--- config.mk ---
export PLATFORM = sky130hd
export DESIGN_NAME = trng_collector
export DESIGN_NICKNAME = d
export VERILOG_FILES = /design/src/rtl/trng_pkg.sv /design/src/rtl/trng_fifo.sv /design/src/rtl/trng_collector.sv
export SDC_FILE = /design/constraint.sdc
export NUM_CORES = 1
export LEC_CHECK = 0
export ABC_AREA = 1
export BUFFER_PORTS_ARGS = -buffer_cell sky130_fd_sc_hd__buf_2
export CELL_PAD_IN_SITES_DETAIL_PLACEMENT = 0
export CELL_PAD_IN_SITES_GLOBAL_PLACEMENT = 1
export CORE_ASPECT_RATIO = 0.6
export CORE_MARGIN = 3
export CORE_UTILIZATION = 53
export DETAILED_ROUTE_END_ITERATION = 12
export PLACE_DENSITY_LB_ADDON = 0.1
export REMOVE_ABC_BUFFERS = 1
export SLEW_MARGIN = 20
export SYNTH_ARGS = -nofsm -noshare
export SYNTH_HDL_FRONTEND = slang
export SYNTH_SLANG_ARGS = --single-unit
--- constraint.sdc ---
create_clock -name clk -period 5.7 [get_ports clk]
set_clock_uncertainty 0.1 [all_clocks]
set_input_delay 0.57 -clock clk [delete_from_list [all_inputs] [get_ports clk]]
set_output_delay 0.57 -clock clk [all_outputs]
set_load 0.03 [all_outputs]
--- src/rtl/trng_pkg.sv ---
// Shared constants and helpers for the TRNG post-processing path.
package trng_pkg;

  localparam logic MODE_XOR = 1'b0;
  localparam logic MODE_VN  = 1'b1;

  function automatic int clog2(input int v);
    int r;
    r = 0;
    for (int i = 0; i < 31; i++) begin
      if ((1 << i) < v) r = i + 1;
    end
    return r;
  endfunction

endpackage

--- src/rtl/trng_fifo.sv ---
// First-word-fall-through FIFO; head visible the cycle after the push, 0 when empty.
// Backpressure: caller gates pushes on full, except a push may ride alongside a pop.
module trng_fifo
  import trng_pkg::*;
#(
  parameter int DEPTH = 16,
  parameter int WIDTH = 8
) (
  input  logic                   clk,
  input  logic                   rst_n,
  input  logic                   push,
  input  logic [WIDTH-1:0]       push_dat,
  input  logic                   pop,
  output logic [WIDTH-1:0]       pop_dat,
  output logic                   full,
  output logic                   empty,
  output logic [clog2(DEPTH):0]  level
);

  localparam int AW = clog2(DEPTH);
  localparam logic [AW:0] FULL_CNT = (AW + 1)'(DEPTH);

  logic [WIDTH-1:0] mem [DEPTH];
  logic [AW-1:0]    wptr;
  logic [AW-1:0]    rptr;
  logic [AW:0]      cnt;
  logic             do_push;
  logic             do_pop;

  assign empty   = (cnt == '0);
  assign full    = (cnt == FULL_CNT);
  assign do_pop  = pop & ~empty;
  // a pop frees the slot in the same edge, so a push into a full FIFO is still legal then
  assign do_push = push & (~full | do_pop);
  assign pop_dat = empty ? '0 : mem[rptr];
  assign level   = cnt;

  always_ff @(posedge clk) begin
    if (do_push) mem[wptr] <= push_dat;
  end

  always_ff @(posedge clk or negedge rst_n) begin
    if (!rst_n) begin
      wptr <= '0;
      rptr <= '0;
      cnt  <= '0;
    end else begin
      if (do_push) wptr <= wptr + 1'b1;
      if (do_pop)  rptr <= rptr + 1'b1;
      case ({do_push, do_pop})
        2'b10:   cnt <= cnt + 1'b1;
        2'b01:   cnt <= cnt - 1'b1;
        default: cnt <= cnt;
      endcase
    end
  end

endmodule

--- src/rtl/trng_collector.sv ---
// XOR-combine, repetition-count health test, optional von Neumann debias, pack, FIFO.
// Sample-to-valid_o latency 2 cycles; words arriving at a full FIFO are dropped and counted.
module trng_collector
  import trng_pkg::*;
#(
  parameter int CH        = 8,
  parameter int OUT_W     = 8,
  parameter int DEPTH     = 16,
  parameter int RC_CUTOFF = 32
) (
  input  logic                  clk,
  input  logic                  rst_n,
  input  logic [CH-1:0]         raw_i,
  input  logic                  raw_vld_i,
  input  logic                  en_i,
  input  logic                  mode_i,
  input  logic                  clr_fail_i,
  output logic [OUT_W-1:0]      data_o,
  output logic                  valid_o,
  input  logic                  ready_i,
  output logic [clog2(DEPTH):0] level_o,
  output logic [15:0]           drop_cnt_o,
  output logic                  health_fail_o
);

  localparam int CW = clog2(OUT_W);
  localparam int RW = clog2(RC_CUTOFF + 1);

  logic             b_r;
  logic             b_vld;
  logic             mode_r;
  logic             prev_bit;
  logic             prev_vld;
  logic [RW-1:0]    rc;
  logic             fail_r;
  logic             pend;
  logic             pend_bit;
  logic [OUT_W-2:0] word;
  logic [CW-1:0]    cnt;
  logic [15:0]      drop_cnt;

  logic             mode_chg;
  logic             same;
  logic [RW-1:0]    rc_nxt;
  logic             hit;
  logic             live;
  logic             emit;
  logic             emit_bit;
  logic [OUT_W-1:0] word_nxt;
  logic             push;
  logic             pop;
  logic             full;
  logic             empty;

  always_ff @(posedge clk or negedge rst_n) begin
    if (!rst_n) begin
      b_r    <= 1'b0;
      b_vld  <= 1'b0;
      mode_r <= MODE_XOR;
    end else begin
      b_vld  <= raw_vld_i & en_i;
      mode_r <= mode_i;
      if (raw_vld_i & en_i) b_r <= ^raw_i;
    end
  end

  always_comb begin
    mode_chg = (mode_i != mode_r);
    same     = prev_vld && (b_r == prev_bit);
    rc_nxt   = same ? rc + RW'(1) : RW'(1);
    // clearing the flag wins over a failure detected in the same cycle
    hit      = b_vld && !fail_r && !clr_fail_i && (rc_nxt == RW'(RC_CUTOFF));
    live     = b_vld && !fail_r && !hit && !mode_chg;
    emit     = 1'b0;
    emit_bit = b_r;
    if (live) begin
      if (mode_r == MODE_XOR) begin
        emit = 1'b1;
      end else if (pend && (pend_bit != b_r)) begin
        emit     = 1'b1;
        emit_bit = pend_bit;
      end
    end
    word_nxt = {word, emit_bit};
    push     = emit && (cnt == CW'(OUT_W - 1));
  end

  always_ff @(posedge clk or negedge rst_n) begin
    if (!rst_n) begin
      fail_r   <= 1'b0;
      rc       <= '0;
      prev_bit <= 1'b0;
      prev_vld <= 1'b0;
    end else if (clr_fail_i) begin
      fail_r   <= 1'b0;
      rc       <= '0;
      prev_vld <= 1'b0;
    end else if (b_vld && !fail_r) begin
      rc       <= rc_nxt;
      prev_bit <= b_r;
      prev_vld <= 1'b1;
      if (hit) fail_r <= 1'b1;
    end
  end

  always_ff @(posedge clk or negedge rst_n) begin
    if (!rst_n) begin
      pend     <= 1'b0;
      pend_bit <= 1'b0;
      word     <= '0;
      cnt      <= '0;
    end else if (mode_chg || hit) begin
      pend <= 1'b0;
      word <= '0;
      cnt  <= '0;
    end else if (live) begin
      if (mode_r == MODE_VN) begin
        pend <= ~pend;
        if (!pend) pend_bit <= b_r;
      end
      if (emit) begin
        if (push) begin
          word <= '0;
          cnt  <= '0;
        end else begin
          word <= word_nxt[OUT_W-2:0];
          cnt  <= cnt + 1'b1;
        end
      end
    end
  end

  assign pop = valid_o & ready_i;

  always_ff @(posedge clk or negedge rst_n) begin
    if (!rst_n) begin
      drop_cnt <= '0;
    end else if (push && full && !pop && (drop_cnt != 16'hFFFF)) begin
      drop_cnt <= drop_cnt + 16'd1;
    end
  end

  trng_fifo #(
    .DEPTH (DEPTH),
    .WIDTH (OUT_W)
  ) u_fifo (
    .clk      (clk),
    .rst_n    (rst_n),
    .push     (push),
    .push_dat (word_nxt),
    .pop      (pop),
    .pop_dat  (data_o),
    .full     (full),
    .empty    (empty),
    .level    (level_o)
  );

  assign valid_o       = ~empty;
  assign drop_cnt_o    = drop_cnt;
  assign health_fail_o = fail_r;

endmodule
After elaboration in Yosys (flattened, before gate mapping)

Memories as Yosys holds them, arrays and structs flattened.
Cells that the tools add are included.

Bits in registers: 53
Bits in writable memories: 128
Input port bits: 15
Output and inout bits: 31
Logic and storage cells: 101
Memories: 1

Memories:

| name       | depth | width | rd ports | clocked after Yosys merged registers in | wr ports | line            | source |
|---|---|---|---|---|---|---|---|
| u_fifo.mem | 16    | 8     | 1        | 0                                       | 1        | trng_fifo.sv:23 | `logic [WIDTH-1:0] mem [DEPTH];` |

$add $sub $neg: 7
Equal/unequal tests: 9
Muxes and demuxes: 29
Bitwise logic cells: 10
Reduce and logical (&&, ||, !) cells: 30

Operator list:

| cell                    | count |
|---|---|
| $mux W7                 | 4 |
| $mux W6                 | 3 |
| $add A16 B1 Y16 const B | 1 |
| $mux W1                 | 16 |
| $ne A16 B16 Y1 const B  | 1 |
| $mux W3                 | 4 |
| $reduce_bool A2 Y1      | 6 |
| $logic_and A1 B1 Y1     | 11 |
| $pmux W5 S2             | 1 |
| $add A4 B1 Y4 const B   | 2 |
| $mux W8                 | 1 |
| $reduce_and A2 Y1       | 4 |
| $reduce_xor A8 Y1       | 1 |
| $add A6 B1 Y6 const B   | 1 |
| $eq A6 B6 Y1 const B    | 1 |
| $add A5 B1 Y5 const B   | 1 |
| $eq A5 B5 Y1 const B    | 1 |
| $logic_not A1 Y1        | 5 |
| $logic_not A5 Y1        | 1 |
| $not A1 Y1              | 5 |
| $sub A5 B1 Y5 const B   | 1 |
| $and A1 B1 Y1           | 4 |
| $reduce_and A4 Y1       | 1 |
| $add A3 B1 Y3 const B   | 1 |
| other kinds (7)         | 8 |

Depth between registers and ports, before layout

Gate-level depths: netlist of the first run.

Depth in word-level cells: 14
Mapped depth: 22
Mapped depth without buffers: 22

By module

Synthesis of the first run repeated with hierarchy kept, for this count alone.

Cells, all modules: 822
Area, all modules: 8385.5 µm²

By module, submodules not included:

| module         | instances | cells each | area an instance (µm²) | sequential area each (µm²) |
|---|---|---|---|---|
| trng_fifo      | 1         | 527        | 6040.8                 | 4169.0 |
| trng_collector | 1         | 295        | 2344.7                 | 1001.0 |

Worst setup path after synthesis of the first run

Ideal clock, no wire load.

Kind: register -> register
Start point: reg fail_r, in the netlist health_fail_o
End point: reg u_fifo.cnt[4], in the netlist u_fifo.level[4]
Setup time: 0.113 ns
Data arrival time: 2.556 ns
Data required time: 5.487 ns
Slack: 2.931 ns
Stages on the path, launching flop included: 21
Path buffers: 0
Clock period less this slack: 2.769 ns
Cells stage by stage: dfrtp_1 inv_1 nand2_1 nor2_4 nand2_1 nor2_1 nand3_2 nand2_2 inv_2 nand3_4 nand2_2 inv_1 ha_1 nand2_1 nor2_1 a211oi_1 nand2_1 nand2_1 nand3_1 nand2_1 inv_1

Cells in the longest elaborated chain, start to end: 12
Elaborated cells on any way between the ends: 14
Classes of those cells: 2 x eq/ne; 2 x mux; 1 x bitwise; 9 x reduce/logical

RTL lines:

| element                                                  | line                                       | source |
|---|---|---|
| start: declaration                                       | trng_collector.sv:35                       | `logic fail_r;` |
| start signal: assignment                                 | trng_collector.sv:90                       | `fail_r <= 1'b0;` |
| start signal: assignment                                 | trng_collector.sv:95                       | `fail_r <= 1'b0;` |
| start signal: assignment                                 | trng_collector.sv:102                      | `if (hit) fail_r <= 1'b1;` |
| $logic_not A1 Y1 (*)                                     | trng_collector.sv:72, trng_collector.sv:73 |  |
| $logic_and A1 B1 Y1 (*)                                  | trng_collector.sv:72, trng_collector.sv:73 |  |
| $logic_and A1 B1 Y1 (2 in series)                        | trng_collector.sv:72                       | `hit = b_vld && !fail_r && !clr_fail_i && (rc_nxt == RW'(RC_CUTOFF));` |
| $logic_not A1 Y1                                         | trng_collector.sv:73                       | `live = b_vld && !fail_r && !hit && !mode_chg;` |
| $logic_and A1 B1 Y1 (*) (2 in series)                    | trng_collector.sv:73                       |  |
| $mux W1 (*)                                              | trng_collector.sv:76                       | `if (live) begin` |
| $logic_and A1 B1 Y1 (*)                                  | trng_collector.sv:85                       | `push = emit && (cnt == CW'(OUT_W - 1));` |
| $and A1 B1 Y1 (*)                                        | trng_fifo.sv:34                            | `assign do_push = push & (~full \| do_pop);` |
| $eq A2 B1 Y1 / $eq A2 B2 Y1 (equally long branches)      | trng_fifo.sv:50                            | `case ({do_push, do_pop})` |
| $pmux W5 S2 / $reduce_bool A2 Y1 (equally long branches) | n/a                                        |  |
| end signal: assignment                                   | trng_fifo.sv:51                            | `2'b10: cnt <= cnt + 1'b1;` |
| end signal: assignment                                   | trng_fifo.sv:52                            | `2'b01: cnt <= cnt - 1'b1;` |
| end signal: assignment                                   | trng_fifo.sv:53                            | `default: cnt <= cnt;` |
| end: declaration                                         | trng_fifo.sv:26                            | `logic [AW:0] cnt;` |

Every way passes the cells marked *; elsewhere a longest branch is shown, timed or not.
A chain may end at the register's enable or synchronous reset.

Worst setup path after layout of the first run

Start point: reg u_fifo.rptr[1]
End point: out data_o[3]

Cells in the longest elaborated chain, start to end: 2

RTL lines:

| element                  | line                 | source |
|---|---|---|
| start: declaration       | trng_fifo.sv:25      | `logic [AW-1:0] rptr;` |
| start signal: assignment | trng_fifo.sv:49      | `if (do_pop) rptr <= rptr + 1'b1;` |
| $mem_v2 Z16 W8           | n/a                  |  |
| $mux W8                  | trng_fifo.sv:35      | `assign pop_dat = empty ? '0 : mem[rptr];` |
| end: declaration         | trng_collector.sv:18 | `output logic [OUT_W-1:0] data_o,` |

No other way between the ends.

==> flow_metrics.py, run 1 <==
metrics = {
    "floorplan": {
        "start_util_pct": 56.0,
        "rows": 33,
        "die_h_um": 100,
        "die-area_um2": 16400,
        "io_pins": 46,
        "core_um2": 14100,
        "die_w_um": 163,
    },
    "clock_network": {
        "post-cts-setup-buffer-count": 0,
        "cts-root-buf": "clkbuf_16",
        "numCtsBuffers": 17,
        "clock_latency_ns": 0.43,
        "htreeDepth": 4,
        "ctsLongestPathBuffers": 2,
        "path_clk_slew_ns": 0.07,
        "cts_tree": "yes",
        "post_cts_resized": 0,
        "cts_hold_buffers": 0,
        "clkSinkCount": 181,
    },
    "setup_path": {
        "timing.critical_path.buf_inv": 2,
        "critPathCaptureType": "output port",
        "path_class": "reg2out",
        "crit_start": "u_fifo.rptr[1]$_DFFE_PN0P_",
        "crit_slowest_cell": "inv_1",
        "cp.required_ns": 5.03,
        "max_stage_delay_ns": 0.95,
        "crit_arrival_ns": 3.34,
        "crit_family": "buffers and inverters",
        "start_kind": "flip-flop",
        "crit_chain": "inv_1 -> o21ai_0 -> o221ai_1 -> nand3_1 -> a21oi_1 -> buf_2",
        "path_max_fanout": 35,
        "r2r_start": "rc[0]$_DFFE_PN0P_",
    },
    "run": {
        "maxCapViolCount": 0,
    },
    "timing": {
        "tightest_slew_ns": 1.10,
        "final.min_clock_period_ns": 4.01,
        "fin_setup_tns_ns": 0,
        "post-route-period-util_pct": 70.3,
        "setup_viol": 0,
        "rsz0062_at_grt": "false",
        "max_clock_freq_ghz": 0.249,
        "final_max_slew_viol_count": 0,
        "max_slew_margin_pct": 26.6,
        "layout_setup_ws_ns": 1.69,
        "hold_viol_final": 0,
    },
    "synth": {
        "synth_top_cell_by_area": "edfxtp_1",
        "yosysUniqueCellTypes": 35,
        "synth_top_area_share_pct": 48.8,
        "ys_seq_elements": 181,
        "yosys-top-cells-area": "edfxtp_1 49%, dfrtp_1 17%, nor2_1 5.3%",
        "synth_async_sr_flop_share_pct": 29.3,
        "synth.yosys.seq_area_share_pct": 65.6,
        "netlist_area_um2": 7880,
        "synth_area_per_cell_um2": 11.2,
        "ys_warn_count": 0,
        "netlist_instances": 705,
        "synth-edff-count": 128,
        "synth_flop_cell": "edfxtp_1",
    },
    "drt": {
        "firstDrtPassIters": 5,
        "viasPerCell": 5.60,
        "wl_mm": 17.1,
        "drt_iter0_markers": 482,
        "drc_errors": 0,
        "final_antenna_net_count": 0,
        "wl_per_cell_um": 18.0,
        "via_count": 5331,
    },
    "global_routing": {
        "grt_pass1_wl_mm": 28.2,
        "antenna_found_initial": 0,
        "grt_max_degree": 65,
        "grt.overflow.total": 0,
        "grt_pass1_vias": 5263,
        "track_usage_pct": 22.5,
    },
    "pwr": {
        "power_density_nw_per_um2": 421,
        "irDropWorstVdd_mv": 0.291,
        "power_leakage_nw": 3.40,
    },
    "outcome": {
        "outcome": "finished, final reports clean",
    },
    "place": {
        "place_congestion": 0.844,
        "hpwl_mm": 11.3,
        "io_buffers": 45,
        "post-place-ws_ns": 2.27,
    },
    "final_layout": {
        "final_nets": 775,
        "n_fill_cell": 1101,
        "final_layout_size_suffix_gt1_share_pct": 12.8,
        "diodes": 0,
        "area_growth_pct": 12.4,
    },
    "min_path": {
        "min_path_type": "in2async",
    },
}
==> synthesized netlist by cell type (2+ instances only) <==
library cell,n
a21oi_1,16
a32o_1,2
clkbuf_1,23
clkinv_1,2
dfrtp_1,53
edfxtp_1,128
ha_1,12
inv_1,60
inv_2,3
nand2_1,72
nand2_2,6
nand3_1,33
nand3_2,2
nand4_1,5
nor2_1,111
nor2_4,2
nor3_1,3
nor4_1,4
o21ai_0,79
o21ai_1,7
o221ai_1,22
o22ai_1,18
xnor2_1,12
xor2_1,19
==> power breakdown <==
group | internal [mW] | switching [mW]
sequential | 1.45 | 0.105
clock | 0.588 | 0.551
combinational | 0.320 | 0.713
total | 2.36 | 1.37
==> area by class of cell <==
type | count | area, µm² | area share (%)
clock buffers | 18 | 429 | 4.84
clock inverters | 14 | 154 | 1.74
inverters | 65 | 244 | 2.75
multi-input cells | 434 | 2370 | 26.8
flip-flops and latches | 181 | 5170 | 58.4
well taps | 192 | 240 | 2.71
repair buffers | 48 | 248 | 2.80
==> worst reg2reg max path: stages (launching register included) <==
cell and delay [ns]:
dfrtp_1 0.44, ha_1 0.27, xor2_1 0.23, nor2_1 0.06
nand2_1 0.06, nor2_1 0.04, nand3_2 0.11, nand2_2 0.10
inv_2 0.14, nand3_4 0.15, nor2_4 0.23, nand2_1 0.15
nor2_1 0.82
==> cells by family (layout without fill, tap and decap cells) <==
family / count (synthesis) / count (layout) / share of synthesized area [%]
buffers and inverters: 90 / 145 / 4.30
AO/OA/AOI/OAI: 148 / 148 / 11.0
adder cells (fa/ha/maj): 13 / 13 / 2.16
flip-flops: 181 / 181 / 65.6
XOR/XNOR: 31 / 31 / 3.45
AND/OR/NAND/NOR: 242 / 242 / 13.5
==> state kept, by name, indices dropped and copies added (netlist names) <==
signal         cells
drop_cnt_o        16
mode_r             1
u_fifo.level       5
word               7
b_r                1
prev_bit           1
health_fail_o      1
pend               1
rc                 6
prev_vld           1
cnt                3
u_fifo.rptr        4
b_vld              1
u_fifo.wptr        4
u_fifo.mem       128
pend_bit           1
==> per-stage QoR <==
stage | power, mW | hold slack, ns | instances | util [%] | instance area (µm²)
6_report | 3.73 | 0.173 | 952 | 62.9 | 8860
3_5_place_dp | 2.61 | 0.408 | 920 | 58.8 | 8280
5_1_grt | 3.94 | 0.182 | 952 | 62.9 | 8860
4_1_cts | 3.75 | 0.172 | 952 | 62.9 | 8860
3_3_place_gp | 2.59 | 0.396 | 920 | 58.8 | 8270
2_1_floorplan | 2.27 | 0.174 | 680 | - | 7780
==> routing by layer <==
metal  up-vias  routed length (µm)  global-route usage (%)
met5         -                   0                       0
met4         0                 261                    7.34
met3        25                1000                    4.15
met2       179                7480                    33.1
met1      2565                8380                    34.1
li1       2562                   -                       -
==> final timing paths <==
kind | to | slack, ns | cells after the start
max reg2reg | u_fifo.mem[5][3]$_DFFE_PP_ | 2.42 | 12
min reg2reg | drop_cnt_o[10]$_DFFE_PN0P_ | 0.42 | 2
min in group clk | mode_r$_DFF_PN0_ | 0.18 | 1
max | data_o[3] | 1.69 | 6
min | b_r$_DFFE_PN0P_ | 0.17 | 2
max in group asynchronous | u_fifo.rptr[0]$_DFFE_PN0P_ | 4.85 | 2
==> layout by cell type, fill, tap and decap left out, types with 3 or more instances in the layout <==
master and n:
nor3_1 3, nor2_1 111, buf_2 45, o21ai_0 79, o21ai_1 7, buf_4 3
xor2_1 19, a21oi_1 15, ha_1 12, nor4_1 4, nand3_1 33, edfxtp_1 128
clkbuf_16 17, nand2_2 6, inv_6 4, o221ai_1 22, inv_8 4, nand2_1 72
nand4_1 5, clkinv_1 3, inv_1 59, inv_2 3, o22ai_1 18, xnor2_1 12
clkinv_8 3, dfrtp_1 53
Power figures use the tool's default switching activity.
==> run 2: changes to the inputs <==
--- a/config.mk
+++ b/config.mk
@@ -11,7 +11,7 @@
 export CELL_PAD_IN_SITES_GLOBAL_PLACEMENT = 1
 export CORE_ASPECT_RATIO = 0.6
 export CORE_MARGIN = 3
-export CORE_UTILIZATION = 53
+export CORE_UTILIZATION = 44
 export DETAILED_ROUTE_END_ITERATION = 12
 export PLACE_DENSITY_LB_ADDON = 0.1
 export REMOVE_ABC_BUFFERS = 1
==> constraint.sdc (replaced) <==
create_clock -name clk -period 3.5 [get_ports clk]
set_clock_uncertainty 0.1 [all_clocks]
set_input_delay 0.35 -clock clk [delete_from_list [all_inputs] [get_ports clk]]
set_output_delay 0.35 -clock clk [all_outputs]
set_load 0.03 [all_outputs]
==> flow_metrics.py, run 2 (synthesized netlist as in run 1, its figures left out) <==
metrics = {
    "final_layout": {
        "diodes": 0,
        "n_fill_cell": 1506,
        "final_layout_size_suffix_gt1_share_pct": 15.1,
        "design_area_um2": 9120,
        "final_common_cell": "edfxtp_1",
        "mostFrequentLayoutCells": "128 x edfxtp_1, 111 x nor2_1, 79 x o21ai_0, 72 x nand2_1, 60 x inv_1",
        "top_register": "u_fifo.mem",
        "area_growth_pct": 15.8,
        "largest_reg_flops": 128,
        "final_nets": 798,
        "fin_cells": 1017,
    },
    "place": {
        "dpl.cell_count": 983,
        "dpl-instance-area_um2": 8480,
        "hpwl_mm": 12.2,
        "place_congestion": 0.847,
        "io_buffers": 45,
    },
    "drt": {
        "viasPerCell": 5.32,
        "via_count": 5406,
        "wl_per_cell_um": 18.3,
        "wl_mm": 18.6,
        "drt_iter0_markers": 534,
        "firstDrtPassIters": 5,
        "final_antenna_net_count": 0,
        "drc_errors": 0,
    },
    "floorplan": {
        "die_h_um": 110,
        "rows": 37,
        "core_um2": 17400,
        "start_util_pct": 45.4,
        "die_w_um": 179,
        "io_pins": 46,
        "die-area_um2": 19600,
    },
    "setup_path": {
        "path_max_fanout": 6,
        "start_kind": "flip-flop",
        "critPathCaptureType": "flip-flop",
        "crit_arrival_ns": 3.33,
        "timing.critical_path.mode_cell": "nand2_1",
        "cp.required_ns": 3.72,
        "max_stage_delay_ns": 0.44,
        "path_class": "reg2reg",
        "crit_slowest_cell": "dfrtp_1",
        "crit_chain": "ha_1 -> xor2_1 -> nor2_1 -> nand2_1 -> nor2_1 -> nand3_2 -> nand2_2 -> inv_2 -> nand3_4 -> nand2_2 -> inv_1 -> ha_1 -> nand2_1 -> nor2_1 -> a211oi_1 -> nand2_1 -> nand2_1 -> nand3_1 -> nand2_1 -> inv_1",
    },
    "global_routing": {
        "grt_pass1_wl_mm": 29.7,
        "grt.overflow.total": 0,
        "grt_pass1_vias": 5358,
        "grt_max_degree": 67,
        "track_usage_pct": 20.3,
        "antenna_found_initial": 0,
    },
    "timing": {
        "fin_setup_tns_ns": 0,
        "setup_viol": 0,
        "max_slew_margin_pct": 41.4,
        "max_clock_freq_ghz": 0.322,
        "hold_slack_ns": 0.0561,
        "post-route-period-util_pct": 88.8,
        "final_max_slew_viol_count": 0,
        "rsz0062_at_grt": "false",
        "hold_viol_final": 0,
        "final.min_clock_period_ns": 3.11,
        "tightest_slew_ns": 0.879,
    },
    "clock_network": {
        "post-cts-setup-buffer-count": 0,
        "htreeDepth": 4,
        "numCtsBuffers": 17,
        "clkSinkCount": 181,
        "ctsLongestPathBuffers": 2,
        "path_clk_slew_ns": 0.07,
        "clock_latency_ns": 0.43,
        "cts-root-buf": "clkbuf_16",
        "cts_tree": "yes",
    },
    "run": {
        "maxCapViolCount": 0,
    },
    "pwr": {
        "p_clk_share_pct": 31.5,
        "irDropWorstVdd_mv": 0.304,
        "power_mw": 6.32,
        "p_switching_mw": 2.26,
        "power_leakage_nw": 3.54,
        "power_density_nw_per_um2": 693,
        "power.internal_mw": 4.06,
        "seq_power_share_pct": 38.6,
        "combPwrFrac_pct": 29.9,
        "netSwitchingFraction_pct": 35.8,
    },
    "min_path": {
        "min_path_type": "in2reg",
    },
    "outcome": {
        "outcome": "finished, final reports clean",
    },
}
## run 2: critical path: cells and delay by family, from the launching register on
| family | cells | cell delay [ns] |
|---|---|---|
| XOR/XNOR | 1 | 0.21 |
| AO/OA/AOI/OAI | 1 | 0.30 |
| flip-flops | 1 | 0.44 |
| adder cells (fa/ha/maj) | 2 | 0.59 |
| buffers and inverters | 3 | 0.27 |
| AND/OR/NAND/NOR | 13 | 1.09 |
## run 2: power groups by stage
stage / logic, mW / clock network (mW) / registers, mW
global placement: 1.88 / 0 / 2.48
finish: 1.89 / 1.99 / 2.44
CTS: 1.90 / 2.04 / 2.44
detailed placement: 1.89 / 0 / 2.49
floorplan: 1.06 / 0 / 2.63
global route: 2.09 / 2.14 / 2.45
## run 2: stage by stage
step | util (%) | setup slack (ns)
3_5_place_dp | 48.9 | 0.426
3_3_place_gp | 48.9 | 0.564
5_1_grt | 52.5 | 0.0592
2_1_floorplan | - | 0.143
4_1_cts | 52.5 | 0.400
6_report | 52.5 | 0.392
## run 2: final cells by class
cell class | instances | area, µm² | area share, %
clock inverter | 15 | 191 | 2.10
inverter | 65 | 244 | 2.67
clock buffer | 17 | 425 | 4.66
sequential | 181 | 5170 | 56.7
timing repair buffer | 71 | 428 | 4.69
multi-input combinational | 434 | 2370 | 26.0
tap | 234 | 293 | 3.21
## run 2: worst paths after layout
path	startpoint	end	slack [ns]	cells after the start
worst max-delay path	rc[0]$_DFFE_PN0P_	u_fifo.level[4]$_DFFE_PN0P_	0.39	20
worst min-delay path	en_i	b_vld$_DFF_PN0_	0.06	3
worst max register to register	rc[0]$_DFFE_PN0P_	u_fifo.level[4]$_DFFE_PN0P_	0.39	20
worst min register to register	drop_cnt_o[15]$_DFFE_PN0P_	drop_cnt_o[15]$_DFFE_PN0P_	0.42	2
max in group asynchronous	rst_n	rc[3]$_DFFE_PN0P_	2.35	3
min in group asynchronous	rst_n	u_fifo.level[0]$_DFFE_PN0P_	0.37	2
## run 2: repair_timing
item                      CTS  global route
hold endpoints to repair    1            44
hold buffers                1             1
resized for setup           0             0
## run 2: metal layers
| metal | vias up | wire length (µm) | global-route usage (%) |
|---|---|---|---|
| met2 | 146 | 7960 | 29.2 |
| li1 | 2600 | - | - |
| met4 | 0 | 252 | 6.67 |
| met5 | - | 0 | 0 |
| met1 | 2638 | 9490 | 31.0 |
| met3 | 22 | 932 | 3.97 |
==> run 3: changes to the inputs <==
--- a/config.mk
+++ b/config.mk
@@ -7,12 +7,14 @@
 export LEC_CHECK = 0
 export ABC_AREA = 1
 export BUFFER_PORTS_ARGS = -buffer_cell sky130_fd_sc_hd__buf_2
+export CAP_MARGIN = 20
 export CELL_PAD_IN_SITES_DETAIL_PLACEMENT = 0
 export CELL_PAD_IN_SITES_GLOBAL_PLACEMENT = 1
 export CORE_ASPECT_RATIO = 0.6
 export CORE_MARGIN = 3
 export CORE_UTILIZATION = 44
 export DETAILED_ROUTE_END_ITERATION = 12
+export HOLD_SLACK_MARGIN = 0.12
 export PLACE_DENSITY_LB_ADDON = 0.1
 export REMOVE_ABC_BUFFERS = 1
 export SLEW_MARGIN = 20
==> flow_metrics.py, run 3 (synthesized netlist as in run 1, its figures left out) <==
metrics = {
    "timing": {
        "hold_slack_ns": 0.159,
        "post-route-period-util_pct": 88.5,
        "fin_setup_tns_ns": 0,
        "tightest_slew_ns": 0.872,
        "hold_viol_final": 0,
        "final_max_slew_viol_count": 0,
        "rsz0062_at_grt": "false",
        "max_clock_freq_ghz": 0.323,
        "setup_viol": 0,
        "layout_setup_ws_ns": 0.402,
        "final.min_clock_period_ns": 3.10,
        "max_slew_margin_pct": 41.8,
    },
    "clock_network": {
        "post_cts_resized": 0,
        "numCtsBuffers": 17,
        "cts_hold_buffers": 6,
        "path_clk_slew_ns": 0.07,
        "cts_tree": "yes",
        "clkSinkCount": 181,
        "clock_latency_ns": 0.43,
        "htreeDepth": 4,
        "cts-root-buf": "clkbuf_16",
        "ctsLongestPathBuffers": 2,
        "post-cts-setup-buffer-count": 0,
    },
    "drt": {
        "firstDrtPassIters": 5,
        "wl_per_cell_um": 18.2,
        "wl_mm": 18.6,
        "drt_iter0_markers": 540,
        "final_antenna_net_count": 0,
        "viasPerCell": 5.27,
        "via_count": 5385,
        "drc_errors": 0,
    },
    "global_routing": {
        "grt.overflow.total": 0,
        "grt_pass1_wl_mm": 29.7,
        "track_usage_pct": 20.4,
        "grt_pass1_vias": 5373,
        "grt_max_degree": 67,
        "antenna_found_initial": 0,
    },
    "run": {
        "maxCapViolCount": 0,
    },
    "floorplan": {
        "die-area_um2": 19600,
        "io_pins": 46,
        "core_um2": 17400,
        "rows": 37,
        "die_h_um": 110,
        "die_w_um": 179,
        "start_util_pct": 45.4,
    },
    "place": {
        "hpwl_mm": 12.2,
        "dpl-instance-area_um2": 8480,
        "post-place-ws_ns": 0.426,
        "io_buffers": 45,
        "place_congestion": 0.847,
        "dpl.cell_count": 983,
    },
    "setup_path": {
        "crit_chain": "ha_1 -> xor2_1 -> nor2_1 -> nand2_1 -> nor2_1 -> nand3_2 -> nand2_2 -> inv_2 -> nand3_4 -> nand2_2 -> inv_1 -> ha_1 -> nand2_1 -> nor2_1 -> a211oi_1 -> nand2_1 -> nand2_1 -> nand3_1 -> nand2_1 -> inv_1",
        "path_class": "reg2reg",
        "critPathCaptureType": "flip-flop",
        "timing.critical_path.mode_cell": "nand2_1",
        "max_stage_delay_ns": 0.44,
        "start_kind": "flip-flop",
        "crit_slowest_cell": "dfrtp_1",
        "path_max_fanout": 6,
        "cp.required_ns": 3.73,
        "crit_arrival_ns": 3.33,
    },
    "final_layout": {
        "post-route-util_pct": 52.8,
        "design_area_um2": 9160,
        "diodes": 0,
        "final_common_cell": "edfxtp_1",
        "final_nets": 802,
        "final_layout_size_suffix_gt1_share_pct": 15.0,
        "area_growth_pct": 16.3,
        "mostFrequentLayoutCells": "128 x edfxtp_1, 111 x nor2_1, 79 x o21ai_0, 72 x nand2_1, 60 x inv_1",
        "fin_cells": 1021,
        "largest_reg_flops": 128,
        "top_register": "u_fifo.mem",
    },
    "pwr": {
        "power_density_nw_per_um2": 691,
        "irDropWorstVdd_mv": 0.306,
        "power_leakage_nw": 3.56,
        "power_mw": 6.33,
    },
    "min_path": {
        "min_path_type": "in2reg",
    },
    "outcome": {
        "outcome": "finished, final reports clean",
    },
}
-- run 3: worst paths after layout --
path                                            start                           to  slack [ns]  cells after the start
setup / recovery                    rc[0]$_DFFE_PN0P_  u_fifo.level[4]$_DFFE_PN0P_        0.40                     20
hold / removal                                ready_i   u_fifo.rptr[0]$_DFFE_PN0P_        0.16                      3
setup reg to reg                    rc[0]$_DFFE_PN0P_  u_fifo.level[4]$_DFFE_PN0P_        0.40                     20
hold reg to reg            drop_cnt_o[15]$_DFFE_PN0P_   drop_cnt_o[15]$_DFFE_PN0P_        0.42                      2
max in group asynchronous                       rst_n            rc[3]$_DFFE_PN0P_        2.35                      3
min in group asynchronous                       rst_n  u_fifo.level[0]$_DFFE_PN0P_        0.37                      2
-- run 3: report_power, final --
part	total [mW]	internal, mW	switching (mW)
combinational	1.89	0.551	1.34
clock	2.00	1.14	0.854
sequential	2.44	2.37	0.0751
-- run 3: metal layers --
layer  GRT usage [%]  share of wire (%)
met2            29.3                 43
met3            3.97                5.0
met1            31.0                 51
met4            6.67                1.4
met5               0                  0
-- run 3: final cells by class --
type                       instances  area, µm²
clock buffer                      17        425
multi-input combinational        434       2370
sequential                       181       5170
clock inverter                    15        191
inverter                          65        244
tap                              234        293
timing repair buffer              75        468
fill                            1504       8200
-- run 3: worst max-delay path: cells and delay by family (launching register included) --
family	cells	cell delay [ns]
flops	1	0.44
fa+ha+maj	2	0.59
xor+xnor	1	0.21
compound gates	1	0.30
buf+inv	3	0.27
simple gates	13	1.10
